[config.mk]
export PLATFORM = sky130hd
export DESIGN_NAME = movement_executor
export DESIGN_NICKNAME = d
export VERILOG_FILES = /design/src/rtl/movement_executor.sv
export SDC_FILE = /design/constraint.sdc
export NUM_CORES = 1
export LEC_CHECK = 0
export ABC_CLOCK_PERIOD_IN_PS = 4700
export CAP_MARGIN = 20
export CORE_MARGIN = 2
export CORE_UTILIZATION = 59
export DETAILED_ROUTE_END_ITERATION = 6
export PLACE_DENSITY = 0.85
export SLEW_MARGIN = 30
export SYNTH_ARGS = -nofsm -noshare
export SYNTH_HDL_FRONTEND = slang
export SYNTH_SLANG_ARGS = --single-unit
[constraint.sdc]
create_clock -name clk -period 4.7 [get_ports clk]
set_clock_uncertainty 0.05 [all_clocks]
set_input_delay 0.705 -clock clk [delete_from_list [all_inputs] [get_ports clk]]
set_output_delay 0.705 -clock clk [all_outputs]
set_load 0.02 [all_outputs]
[src/rtl/movement_executor.sv]
// movement_executor: runs one latched motion command on the two drive motors
// for a fixed number of PWM periods, then pulses done and returns to IDLE.
// Motor enables are a PWM whose duty depends on the latched speed; directions
// depend on the latched movement. All outputs decode from registers only.
module movement_executor #(
  parameter int PWM_PERIOD = 100,
  parameter int FWD_TICKS  = 50,
  parameter int TURN_TICKS = 25
) (
  input  logic       clk,
  input  logic       rst,
  input  logic       cmd_valid,
  input  logic [3:0] movement_sel,
  input  logic [1:0] state_control,
  input  logic       abort,
  output logic       cmd_ready,
  output logic       busy,
  output logic       done,
  output logic       motor_l_en,
  output logic       motor_l_dir,
  output logic       motor_r_en,
  output logic       motor_r_dir
);

  localparam int PW   = $clog2(PWM_PERIOD);
  localparam int MAXT = (FWD_TICKS > TURN_TICKS) ? FWD_TICKS : TURN_TICKS;
  localparam int TW   = $clog2(MAXT) + 1;

  localparam logic [3:0] SEL_RIGHT = 4'd1;
  localparam logic [3:0] SEL_LEFT  = 4'd2;
  localparam logic [3:0] SEL_FWD   = 4'd4;

  localparam logic [PW-1:0] PWM_LAST  = PW'(PWM_PERIOD - 1);
  localparam logic [TW-1:0] FWD_LAST  = TW'(FWD_TICKS - 1);
  localparam logic [TW-1:0] TURN_LAST = TW'(TURN_TICKS - 1);

  // Duty thresholds are one bit wider than pwm_cnt so full duty fits.
  localparam logic [PW:0] DUTY_FULL    = (PW+1)'(PWM_PERIOD);
  localparam logic [PW:0] DUTY_HALF    = (PW+1)'(PWM_PERIOD >> 1);
  localparam logic [PW:0] DUTY_QUARTER = (PW+1)'(PWM_PERIOD >> 2);

  typedef enum logic [1:0] {
    S_IDLE = 2'd0,
    S_RUN  = 2'd1,
    S_DONE = 2'd2
  } state_t;

  state_t          state;
  logic [PW-1:0]   pwm_cnt;
  logic [TW-1:0]   tick_cnt;
  logic [3:0]      sel_q;
  logic [1:0]      spd_q;
  logic [TW-1:0]   tick_last;
  logic [PW:0]     duty;
  logic            pwm_on;

  // A command does nothing (goes straight to DONE) for speed 3 or any
  // movement code other than the three real motions.
  function automatic logic is_stop(input logic [3:0] sel, input logic [1:0] spd);
    return (spd == 2'd3) ||
           !((sel == SEL_RIGHT) || (sel == SEL_LEFT) || (sel == SEL_FWD));
  endfunction

  function automatic logic [PW:0] duty_of(input logic [1:0] spd);
    case (spd)
      2'd0:    return DUTY_FULL;
      2'd1:    return DUTY_HALF;
      2'd2:    return DUTY_QUARTER;
      default: return '0;
    endcase
  endfunction

  assign tick_last = (sel_q == SEL_FWD) ? FWD_LAST : TURN_LAST;
  assign duty      = duty_of(spd_q);

  // Command sequencer: accept in IDLE, count PWM periods in RUN, pulse DONE.
  always_ff @(posedge clk or posedge rst) begin
    if (rst) begin
      state    <= S_IDLE;
      pwm_cnt  <= '0;
      tick_cnt <= '0;
      sel_q    <= '0;
      spd_q    <= '0;
    end else begin
      case (state)
        S_IDLE: begin
          if (cmd_valid && !abort) begin
            sel_q    <= movement_sel;
            spd_q    <= state_control;
            pwm_cnt  <= '0;
            tick_cnt <= '0;
            state    <= is_stop(movement_sel, state_control) ? S_DONE : S_RUN;
          end
        end
        S_RUN: begin
          if (abort) begin
            pwm_cnt  <= '0;
            tick_cnt <= '0;
            state    <= S_IDLE;
          end else if (pwm_cnt == PWM_LAST) begin
            pwm_cnt <= '0;
            if (tick_cnt == tick_last) begin
              tick_cnt <= '0;
              state    <= S_DONE;
            end else begin
              tick_cnt <= tick_cnt + 1'b1;
            end
          end else begin
            pwm_cnt <= pwm_cnt + 1'b1;
          end
        end
        S_DONE: begin
          // abort is deliberately ignored here so done always pulses
          state <= S_IDLE;
        end
        default: state <= S_IDLE;
      endcase
    end
  end

  // Output decode from registered state, latched command and counters.
  always_comb begin
    pwm_on      = ({1'b0, pwm_cnt} < duty);
    cmd_ready   = (state == S_IDLE);
    busy        = (state == S_RUN);
    done        = (state == S_DONE);
    motor_l_en  = busy && pwm_on;
    motor_r_en  = busy && pwm_on;
    motor_l_dir = busy && ((sel_q == SEL_FWD) || (sel_q == SEL_RIGHT));
    motor_r_dir = busy && ((sel_q == SEL_FWD) || (sel_q == SEL_LEFT));
  end

endmodule

Word level (Yosys, flattened, before mapping)
Index checks and enable logic that the tools add are counted.

$lt $le $gt $ge: 1. $add $sub $neg: 2. Eq/ne operators: 16. Reductions and logical operators: 18. Multiplexer cells: 16.

Operator list (number): 7-bit two-way mux (6); 7-bit case mux with 2 select lines (2); 7-bit case mux with 3 select lines (1); 7-bit by 1-bit adder with 7-bit output, second input constant (2); 2-bit two-way mux (5); 4-bit by 1-bit == test with 1-bit output, second input constant (2); 4-bit by 2-bit == test with 1-bit output, second input constant (2); 4-bit by 3-bit == test with 1-bit output, second input constant (2); 7-bit by 8-bit less-than comparator with 1-bit output (1); 7-bit by 6-bit == test with 1-bit output (1); 7-bit == test, second input constant (1); 2-bit == test, second input constant (3); 6-bit two-way mux (1); 3-bit by 2-bit inequality test with 1-bit output, second input constant (2); 3-bit AND reduction (2); 1-bit logical OR (5); 2-bit by 1-bit == test with 1-bit output, second input constant (2); 1-bit logical AND (4); 2-bit zero test (2); 2-bit case mux with 2 select lines (1); 2-bit AND reduction (2); 1-bit zero test (2); 2-bit by 1-bit inequality test with 1-bit output, second input constant (1); 2-bit nonzero test (1).

Bits in registers: 22. Input bits: 10. Logic and storage cells: 58. Output and inout port bits: 7.

Logic depth before layout (Yosys ltp)
Gate-level depths: netlist of the first run.

Depth in word-level cells: 8. Mapped depth: 9. Depth with buffers taken out: 8.

Worst setup path before layout of the first run
No wires, ideal clock.

Path kind: register to output. From: register spd_q[1]. To: output motor_r_en. Data required time: 3945 ps. Stages on the path, launching flop included: 10. Arrival time: 2777 ps. Buffers on the path: 1. Setup slack: 1168 ps. Path through: dfrtp_1 > inv_1 > ha_1 > inv_1 > ha_1 > o21a_1 > o21ai_0 > a21oi_1 > a2111oi_0 > buf_4.

Longest elaborated chain between the ends: 4. Elaborated cells between the ends (all ways): 6. Those cells by class: 1 x order compare; 2 x eq/ne; 1 x mux; 2 x reduce/logical.

RTL lines: start: declaration (line 52) `logic [1:0] spd_q;`; start signal: assignment (line 89) `spd_q <= state_control;`; 2-bit == test (tied with other cells) (line 65) `case (spd)`; 7-bit case mux with 3 select lines * (line 65); 7-bit by 8-bit less-than comparator with 1-bit output * (line 123) `pwm_on = ({1'b0, pwm_cnt} < duty);`; 1-bit logical AND *; end: declaration (line 21) `output logic motor_r_en,`.

Every way passes the cells marked *; elsewhere a longest branch is shown, timed or not.

Worst setup path in the final report of the first run
From: register spd_q[1]. To: output motor_l_en.

Longest elaborated chain between the ends: 4. Elaborated cells between the ends (all ways): 6. Those cells by class: 1 x order compare; 2 x eq/ne; 1 x mux; 2 x reduce/logical.

RTL lines: 2-bit == test (tied with other cells) (line 65); 7-bit case mux with 3 select lines * (line 65); 7-bit by 8-bit less-than comparator with 1-bit output * (line 123); 1-bit logical AND * (line 127) `motor_l_en = busy && pwm_on;`; end: declaration (line 19) `output logic motor_l_en,`.

Marked as above.

==> impl_metrics.toml, run 1 <==
[finish]
share_of_cells_above_drive_strength_1 = 0.0941
num_antenna_cells = 0
areaGrowthSynthToFinish_pct = 14.9
finish.net_count = 194

[worst_hold_path]
hold_class = "reg2reg"
timing.hold.worst.start = "state[1]$_DFFE_PP0P_"

[cts]
numCtsBuffers = 3
cts.path.max_buffers = 2
clkSinkCount = 22
worstSkewPairLatency_ns = 0.30
ctsHtreeMaxLevel = 1
cts-root-buf = "sky130_fd_sc_hd__clkbuf_4"
clock_tree_from_tritoncts = "yes"
postCtsSetupRepairBufs = 0
cts.reportedPaths.clkPinSlew_ns = 0.12
count_of_hold_buffers_inserted_by_post_cts_repair = 0
post_cts_resize_count = 0

[routing]
detail_route.vias_per_cell = 5.77
detail-route-antenna-nets = 0
route.detailed.drc = 0
num_vias = 1143
wl_um = 2920
drt_first_iter_violations = 21
detail_route.first_pass.iterations = 4
wire_per_inst_um = 14.7

[worst_setup_path]
worstSetupStartpointType = "flop"
worstSetupEndpointType = "output port"
required_ns = 3.94
timing.reg2reg.worst_path_depth = 5
worst-r2r-setup-slack_ns = 2.71
crit-reg2reg-launch = "sel_q[1]$_DFFE_PP0P_"
critical_path.startpoint = "spd_q[1]$_DFFE_PP0P_"
worstPathArrival_ns = 3.02
reg2reg_capture_point = "tick_cnt[4]$_DFFE_PP0P_"
timing.critical_path.fanout_max = 4
criticalPathCategory = "reg2out"
worst_setup_path_endpoint = "motor_l_en"

[timing]
tightest_slew_ns = 0.839
rsz0062_at_grt = "false"
setup_tns_ns = 0
finalMaxSlewViolations = 0
hold_slack_ns = 0.495
number_of_hold_violations_in_the_final_report = 0
relSlewSlack = 0.440
layout_min_cycle_time_ns = 3.78
post-route-period-util = 0.803
final-setup-viol-count = 0
max_freq_ghz = 0.265

[placed_design]
portBuffers = 16
place.gp.congestion = 0.823
dp.final_hpwl_um = 2350

[grt]
grt.total_usage = 0.240
grt_max_degree = 23
via_count_of_the_first_global_routing_pass = 1160
grt_busiest_layer = "met2"
grt_pass1_wl_um = 4930
grt_antenna_before_repair = 0
grt_overflow_total = 0
globalRouteMet2Util = 0.444
gr_layer_usage_met1 = 0.281
grt.met3_usage = 0.0339

[synth]
netlist-cell-type-count = 42
mappedNetlistArea_um2 = 1440
synthesis.area_per_instance_um2 = 9.40
synth.net_count = 176
synthCells = 153
synth-edff-count = 0
yosys_most_used_dff = "sky130_fd_sc_hd__dfrtp_1"
ys_seq_area_frac = 0.383
synth.yosys.warnings = 0
ys_async_sr_fraction = 1.00
synth.ff_latch_count = 22

[floorplan]
die-area_um2 = 2850
rows = 17
top_level_ports = 17
initial_utilization = 0.638
die-height_um = 53.4
fp.dieW_um = 53.4
core_region_area_um2 = 2250

[job]
max_cap_violations = 0

[power]
power_leakage_nw = 0.713
ir_worst_vdd_uv = 381
power-per-cell-area_nw_per_um2 = 339

[outcome]
outcome = "complete, no violations"
[state kept, by name, summed over array words and instances (netlist names)]
signal / flops
tick_cnt: 7
state: 2
spd_q: 2
pwm_cnt: 7
sel_q: 4
[placed cells by master (no fill, tap or decap), types with 2 or more instances in the layout]
master	instances
sky130_fd_sc_hd__xnor2_1	6
sky130_fd_sc_hd__nor4b_1	2
sky130_fd_sc_hd__clkbuf_4	3
sky130_fd_sc_hd__nand2_1	13
sky130_fd_sc_hd__inv_1	13
sky130_fd_sc_hd__or4_1	2
sky130_fd_sc_hd__mux2_2	4
sky130_fd_sc_hd__o21bai_1	2
sky130_fd_sc_hd__nor4_1	3
sky130_fd_sc_hd__a21oi_1	7
sky130_fd_sc_hd__o211ai_1	2
sky130_fd_sc_hd__and2_1	2
sky130_fd_sc_hd__o21ai_0	10
sky130_fd_sc_hd__nand3_1	6
sky130_fd_sc_hd__clkdlybuf4s50_1	16
sky130_fd_sc_hd__nor3_1	2
sky130_fd_sc_hd__o21ai_1	2
sky130_fd_sc_hd__dfrtp_1	22
sky130_fd_sc_hd__nor2_1	13
sky130_fd_sc_hd__ha_1	13
sky130_fd_sc_hd__nand2b_1	2
sky130_fd_sc_hd__or3_1	2
sky130_fd_sc_hd__nor2b_1	2
sky130_fd_sc_hd__o21a_1	2
[layout make-up]
| class | count | area [um^2] |
|---|---|---|
| inverters | 13 | 48.8 |
| flip-flops and latches | 22 | 551 |
| well taps | 28 | 35.0 |
| multi-input cells | 115 | 822 |
| clock buffers | 4 | 36.3 |
| fillers | 177 | 602 |
| repair buffers | 16 | 160 |
[per-layer routing]
metal,share of wire,vias to the layer above
li1,-,569
met1,0.44,561
met2,0.53,8
met3,0.012,5
met4,0.014,0
met5,0,-
[Yosys cell counts, types with 3 or more instances]
master / n / area [um^2]
sky130_fd_sc_hd__a21oi_1: 7 / 35.0
sky130_fd_sc_hd__dfrtp_1: 22 / 551
sky130_fd_sc_hd__ha_1: 13 / 163
sky130_fd_sc_hd__inv_1: 13 / 48.8
sky130_fd_sc_hd__mux2_2: 4 / 45.0
sky130_fd_sc_hd__nand2_1: 13 / 48.8
sky130_fd_sc_hd__nand3_1: 6 / 30.0
sky130_fd_sc_hd__nor2_1: 13 / 48.8
sky130_fd_sc_hd__nor4_1: 3 / 18.8
sky130_fd_sc_hd__o21ai_0: 10 / 50.1
sky130_fd_sc_hd__xnor2_1: 6 / 52.6
[cells by family (layout without fill, tap and decap cells)]
kind of cell,after synthesis,count (layout),synth area share
fa+ha+maj,13,13,0.113
flops,22,22,0.383
compound gates,34,34,0.160
simple gates,56,56,0.217
mux,5,5,0.0383
buf+inv,16,33,0.0461
xor+xnor,7,7,0.0426
[power by group]
part | total (mW) | internal (mW) | switching (mW)
Clock | 0.103 | 0.0473 | 0.0562
Combinational | 0.207 | 0.0940 | 0.113
Sequential | 0.250 | 0.217 | 0.0336
Total | 0.560 | 0.358 | 0.202
[through the flow]
| step | worst slack (ns) | area [um^2] | util | cells | power (mW) |
|---|---|---|---|---|---|
| after floorplan | 1.17 | 1440 | - | 153 | 0.391 |
| after global placement | 1.53 | 1620 | 0.717 | 194 | 0.443 |
| after detailed placement | 1.34 | 1620 | 0.717 | 194 | 0.460 |
| after CTS | 0.979 | 1650 | 0.733 | 198 | 0.564 |
| after global routing | 0.769 | 1650 | 0.733 | 198 | 0.597 |
| final | 0.925 | 1650 | 0.733 | 198 | 0.560 |
[critical path: stages (launching register included)]
cell and delay [ns]:
sky130_fd_sc_hd__dfrtp_1 0.42, sky130_fd_sc_hd__inv_1 0.14, sky130_fd_sc_hd__ha_1 0.19, sky130_fd_sc_hd__inv_1 0.05
sky130_fd_sc_hd__ha_1 0.26, sky130_fd_sc_hd__o21a_1 0.10, sky130_fd_sc_hd__o21ai_0 0.14, sky130_fd_sc_hd__a21oi_1 0.09
sky130_fd_sc_hd__a2111oi_0 0.60, sky130_fd_sc_hd__clkdlybuf4s50_1 0.73
[how the worst min path moves through the flow]
stage,to,cells after the start,slack [ns]
final,state[1]$_DFFE_PP0P_,1,0.49
after floorplan,state[1]$_DFFE_PP0P_,1,0.43
after detailed placement,state[1]$_DFFE_PP0P_,1,0.48
after global placement,state[1]$_DFFE_PP0P_,1,0.45
after global routing,state[1]$_DFFE_PP0P_,1,0.54
after CTS,state[1]$_DFFE_PP0P_,1,0.50
Power figures use the tool's default switching activity.
==> run 2, diff against run 1 <==
--- a/config.mk
+++ b/config.mk
@@ -5,12 +5,12 @@
 export SDC_FILE = /design/constraint.sdc
 export NUM_CORES = 1
 export LEC_CHECK = 0
-export ABC_CLOCK_PERIOD_IN_PS = 4700
+export ABC_CLOCK_PERIOD_IN_PS = 3300
 export CAP_MARGIN = 20
 export CORE_MARGIN = 2
-export CORE_UTILIZATION = 59
+export CORE_UTILIZATION = 50
 export DETAILED_ROUTE_END_ITERATION = 6
-export PLACE_DENSITY = 0.85
+export PLACE_DENSITY = 0.76
 export SLEW_MARGIN = 30
 export SYNTH_ARGS = -nofsm -noshare
 export SYNTH_HDL_FRONTEND = slang
==> constraint.sdc (replaced) <==
create_clock -name clk -period 3.3 [get_ports clk]
set_clock_uncertainty 0.05 [all_clocks]
set_input_delay 0.495 -clock clk [delete_from_list [all_inputs] [get_ports clk]]
set_output_delay 0.495 -clock clk [all_outputs]
set_load 0.02 [all_outputs]
==> impl_metrics.toml, run 2 (synthesis gave the netlist of run 1 again) <==
[outcome]
outcome = "complete, no violations"

[grt]
grt_max_degree = 23
grt_antenna_before_repair = 0
grt_overflow_total = 0
grt_pass1_wl_um = 5000
via_count_of_the_first_global_routing_pass = 1133
grt.total_usage = 0.193

[timing]
relSlewSlack = 0.466
layout_min_cycle_time_ns = 3.05
setup_tns_ns = 0
post-route-period-util = 0.923
setup_ws_ns = 0.255
final-setup-viol-count = 0
rsz0062_at_grt = "false"
tightest_slew_ns = 0.796
max_freq_ghz = 0.328
number_of_hold_violations_in_the_final_report = 0
finalMaxSlewViolations = 0
hold_slack_ns = 0.484

[job]
max_cap_violations = 0

[power]
power_frac_comb = 0.359
clockPowerShare = 0.187
power-per-cell-area_nw_per_um2 = 475
power.sequential.fraction = 0.453
cell_internal_pwr_mw = 0.504
ir_worst_vdd_uv = 455
power_switching_share = 0.359
power_leakage_nw = 0.717
power_switching_mw = 0.282

[placed_design]
place.gp.congestion = 0.770
dp.final_hpwl_um = 2310
portBuffers = 16
post-place-ws_ns = 0.292

[worst_setup_path]
worstSetupEndpointType = "output port"
criticalPathCategory = "reg2out"
critical-path-slowest-cell = "sky130_fd_sc_hd__a2111oi_1"
worstPathBufferInverterCount = 3
timing.critical_path.fanout_max = 4
worstPathArrival_ns = 2.50
cp_delay_by_family_top = "compound AO/OA/AOI/OAI gates"
required_ns = 2.75
worstSetupStartpointType = "flop"
critical_path.cell_chain = "inv_1 > ha_1 > inv_1 > ha_1 > o21a_1 > o21ai_0 > a21oi_1 > a2111oi_1 > dlygate4sd2_1"
crit_path_max_incr_delay_ns = 0.45

[routing]
detail-route-antenna-nets = 0
drt_first_iter_violations = 41
route.detailed.drc = 0
detail_route.vias_per_cell = 5.71
wl_um = 2890
wire_per_inst_um = 14.4
detail_route.first_pass.iterations = 4
num_vias = 1147

[cts]
cts-root-buf = "sky130_fd_sc_hd__clkbuf_4"
cts.reportedPaths.clkPinSlew_ns = 0.12
ctsHtreeMaxLevel = 1
clkSinkCount = 22
post_cts_resize_count = 2
worstSkewPairLatency_ns = 0.30
postCtsSetupRepairBufs = 0
count_of_hold_buffers_inserted_by_post_cts_repair = 0
cts.path.max_buffers = 2
numCtsBuffers = 3
clock_tree_from_tritoncts = "yes"

[finish]
layout_top_registers = "pwm_cnt (7), tick_cnt (7), sel_q (4)"
num_antenna_cells = 0
finish.net_count = 194
layout_common_cells = "22 x sky130_fd_sc_hd__dfrtp_1, 14 x sky130_fd_sc_hd__clkdlybuf4s50_1, 13 x sky130_fd_sc_hd__nor2_1, 13 x sky130_fd_sc_hd__nand2_1, 13 x sky130_fd_sc_hd__ha_1"
share_of_cells_above_drive_strength_1 = 0.0941
layout.cells.most_common = "sky130_fd_sc_hd__dfrtp_1"
post-route-util = 0.605
areaGrowthSynthToFinish_pct = 15.0

[floorplan]
die-height_um = 57.6
initial_utilization = 0.526
top_level_ports = 17
fp.dieW_um = 57.6
core_region_area_um2 = 2730
rows = 19
die-area_um2 = 3320

[worst_hold_path]
hold_class = "in2async"
## run 2: cell count changes in the layout (fill, tap and decap cells not counted), sizes merged
cell and change:
clkdlybuf4s50 -2, clkinv +1, dlygate4sd2 +2, inv -1
## run 2: power groups by stage
stage	Combinational [mW]	Sequential [mW]	Clock (mW)
after floorplan	0.208	0.350	0
after global placement	0.274	0.359	0
after detailed placement	0.291	0.362	0
after CTS	0.287	0.357	0.155
after global routing	0.318	0.366	0.162
final	0.283	0.357	0.147
## run 2: worst register-to-register path: cells and delay by family, from the launching register on
family	cells	cell delay (ns)
AO/OA/AOI/OAI	2	0.23
flip-flops	1	0.43
multiplexers	1	0.33
AND/OR/NAND/NOR	2	0.88
## run 2: final timing paths
path | to | cells past startpoint | startpoint | slack (ns)
max | motor_r_en | 9 | spd_q[1]$_DFFE_PP0P_ | 0.25
min | spd_q[1]$_DFFE_PP0P_ | 2 | rst | 0.48
max reg2reg | tick_cnt[4]$_DFFE_PP0P_ | 5 | sel_q[1]$_DFFE_PP0P_ | 1.31
min in group clk | state[1]$_DFFE_PP0P_ | 1 | state[1]$_DFFE_PP0P_ | 0.49
max in group asynchronous | pwm_cnt[0]$_DFFE_PP0P_ | 2 | rst | 2.34
min reg2reg | state[1]$_DFFE_PP0P_ | 1 | state[1]$_DFFE_PP0P_ | 0.49
## run 2: layout make-up
cell class | instances | area (um^2)
fill | 237 | 1080
timing repair buffer | 16 | 158
tap | 31 | 38.8
sequential | 22 | 551
clock buffer | 4 | 36.3
inverter | 13 | 48.8
multi-input combinational | 115 | 823
## run 2: routing by layer
layer  vias to the layer above  routed length, um  global-route usage  share of wire
met4                         0                 33              0.0698          0.011
met1                       566               1290               0.245           0.45
met2                         7               1530               0.341           0.53
met5                         -                  0                   0              0
li1                        570                  -                   -              -
met3                         4                 41              0.0201          0.014
## run 2: metrics by stage
stage	area, um^2	instances	total power, mW
6_report	1660	201	0.787
5_1_grt	1660	201	0.847
4_1_cts	1660	201	0.799
3_5_place_dp	1620	197	0.652
3_3_place_gp	1620	197	0.633
2_1_floorplan	1440	153	0.558
==> run 3, diff against run 2 <==
==> constraint.sdc (replaced) <==
create_clock -name clk -period 3.3 [get_ports clk]
set_clock_uncertainty 0.05 [all_clocks]
set_input_delay 0.66 -clock clk [delete_from_list [all_inputs] [get_ports clk]]
set_output_delay 0.66 -clock clk [all_outputs]
set_load 0.02 [all_outputs]
==> impl_metrics.toml, run 3 (synthesis gave the netlist of run 1 again) <==
[routing]
detail_route.first_pass.iterations = 4
wire_per_inst_um = 14.3
detail_route.vias_per_cell = 5.68
detail-route-antenna-nets = 0
route.detailed.drc = 0
num_vias = 1142
wl_um = 2880
drt_first_iter_violations = 32

[finish]
share_of_cells_above_drive_strength_1 = 0.100
areaGrowthSynthToFinish_pct = 15.4
layout.cells.most_common = "sky130_fd_sc_hd__dfrtp_1"
layout_common_cells = "22 x sky130_fd_sc_hd__dfrtp_1, 14 x sky130_fd_sc_hd__clkdlybuf4s50_1, 13 x sky130_fd_sc_hd__nor2_1, 13 x sky130_fd_sc_hd__nand2_1, 13 x sky130_fd_sc_hd__ha_1"
layout_top_registers = "pwm_cnt (7), tick_cnt (7), sel_q (4)"
num_antenna_cells = 0
final-instance-count-excl-fill = 201
finish.net_count = 194
post-route-util = 0.607

[cts]
count_of_hold_buffers_inserted_by_post_cts_repair = 0
clkSinkCount = 22
cts.path.max_buffers = 2
numCtsBuffers = 3
clock_tree_from_tritoncts = "yes"
ctsHtreeMaxLevel = 1
cts.reportedPaths.clkPinSlew_ns = 0.12
worstSkewPairLatency_ns = 0.30
cts-root-buf = "sky130_fd_sc_hd__clkbuf_4"
postCtsSetupRepairBufs = 0

[grt]
grt_antenna_before_repair = 0
grt.total_usage = 0.193
grt_overflow_total = 0
grt_max_degree = 23
via_count_of_the_first_global_routing_pass = 1133
grt_pass1_wl_um = 5000

[worst_setup_path]
crit_path_max_incr_delay_ns = 0.43
critical-path-slowest-cell = "sky130_fd_sc_hd__dfrtp_1"
timing.critical_path.fanout_max = 4
worstSetupEndpointType = "output port"
worstSetupStartpointType = "flop"
worstPathBufferInverterCount = 3
worstPathArrival_ns = 2.40
criticalPathCategory = "reg2out"
required_ns = 2.59
cp_delay_by_family_top = "compound AO/OA/AOI/OAI gates"
critical_path.cell_chain = "inv_1 > ha_1 > inv_1 > ha_1 > o21a_1 > o21ai_0 > a21oi_1 > a2111oi_2 > dlygate4sd2_1"

[job]
max_cap_violations = 0

[power]
power_leakage_nw = 0.719
power-per-cell-area_nw_per_um2 = 475
power_mw = 0.789
ir_worst_vdd_uv = 455

[timing]
number_of_hold_violations_in_the_final_report = 0
rsz0062_at_grt = "false"
max_freq_ghz = 0.321
post-route-period-util = 0.943
final-setup-viol-count = 0
tightest_slew_ns = 0.796
setup_tns_ns = 0
finalMaxSlewViolations = 0
layout_min_cycle_time_ns = 3.11
relSlewSlack = 0.466

[floorplan]
die-area_um2 = 3320
core_region_area_um2 = 2730
fp.dieW_um = 57.6
rows = 19
initial_utilization = 0.526
top_level_ports = 17
die-height_um = 57.6

[placed_design]
dp.final_hpwl_um = 2310
portBuffers = 16
place.gp.congestion = 0.770
post_placement_cell_count = 197

[outcome]
outcome = "complete, no violations"

[worst_hold_path]
hold_class = "reg2reg"
run 3: cell counts in the layout (fill, tap and decap cells not counted):
Identical to the previous run, type by type.
run 3: power by group:
| group | internal [mW] | switching (mW) | total, mW |
|---|---|---|---|
| logic | 0.130 | 0.155 | 0.285 |
| clock network | 0.0672 | 0.0801 | 0.147 |
| registers | 0.308 | 0.0481 | 0.357 |
| total | 0.506 | 0.283 | 0.789 |
run 3: final timing paths:
kind	startpoint	end	slack, ns	depth (start not counted)
max	spd_q[1]$_DFFE_PP0P_	motor_r_en	0.19	9
min	state[1]$_DFFE_PP0P_	state[1]$_DFFE_PP0P_	0.49	1
max reg2reg	sel_q[1]$_DFFE_PP0P_	tick_cnt[4]$_DFFE_PP0P_	1.31	5
min reg2reg	state[1]$_DFFE_PP0P_	state[1]$_DFFE_PP0P_	0.49	1
max in group asynchronous	rst	pwm_cnt[0]$_DFFE_PP0P_	2.18	2
min in group asynchronous	rst	spd_q[1]$_DFFE_PP0P_	0.65	2
run 3: layer usage:
metal / GRT usage / vias up / share of wire
met5: 0 / - / 0
met4: 0.0698 / 0 / 0.011
met3: 0.0201 / 4 / 0.014
met2: 0.341 / 7 / 0.53
met1: 0.245 / 562 / 0.44
li1: - / 569 / -
run 3: cell type report:
type | instances | area [um^2]
Sequential cell | 22 | 551
Fill cell | 236 | 1070
Clock buffer | 4 | 36.3
Tap cell | 31 | 38.8
Timing Repair Buffer | 16 | 158
Inverter | 13 | 48.8
Multi-Input combinational cell | 115 | 828
run 3: per-stage QoR:
step                      setup WS [ns]  hold slack, ns  instance area (um^2)
final                             0.188           0.489                  1660
after global routing            0.00377           0.516                  1660
after CTS                        0.0865           0.496                  1660
after detailed placement          0.127           0.477                  1620
after global placement            0.207           0.455                  1620
after floorplan                   0.120           0.425                  1440
run 3: timing repair:
action / 4_1_cts / 5_1_grt
hold endpoints to repair: 0 / 0
cloned: 0 / 0
setup endpoints to repair: 2 / 2
resized for setup: 2 / 1
run 3: worst reg2reg max path, delay by kind of cell, from the launching register on:
kind,cells,cell delay (ns)
DFF,1,0.43
and+or+nand+nor,2,0.88
muxes,1,0.33
AOI/OAI and AO/OA,2,0.23
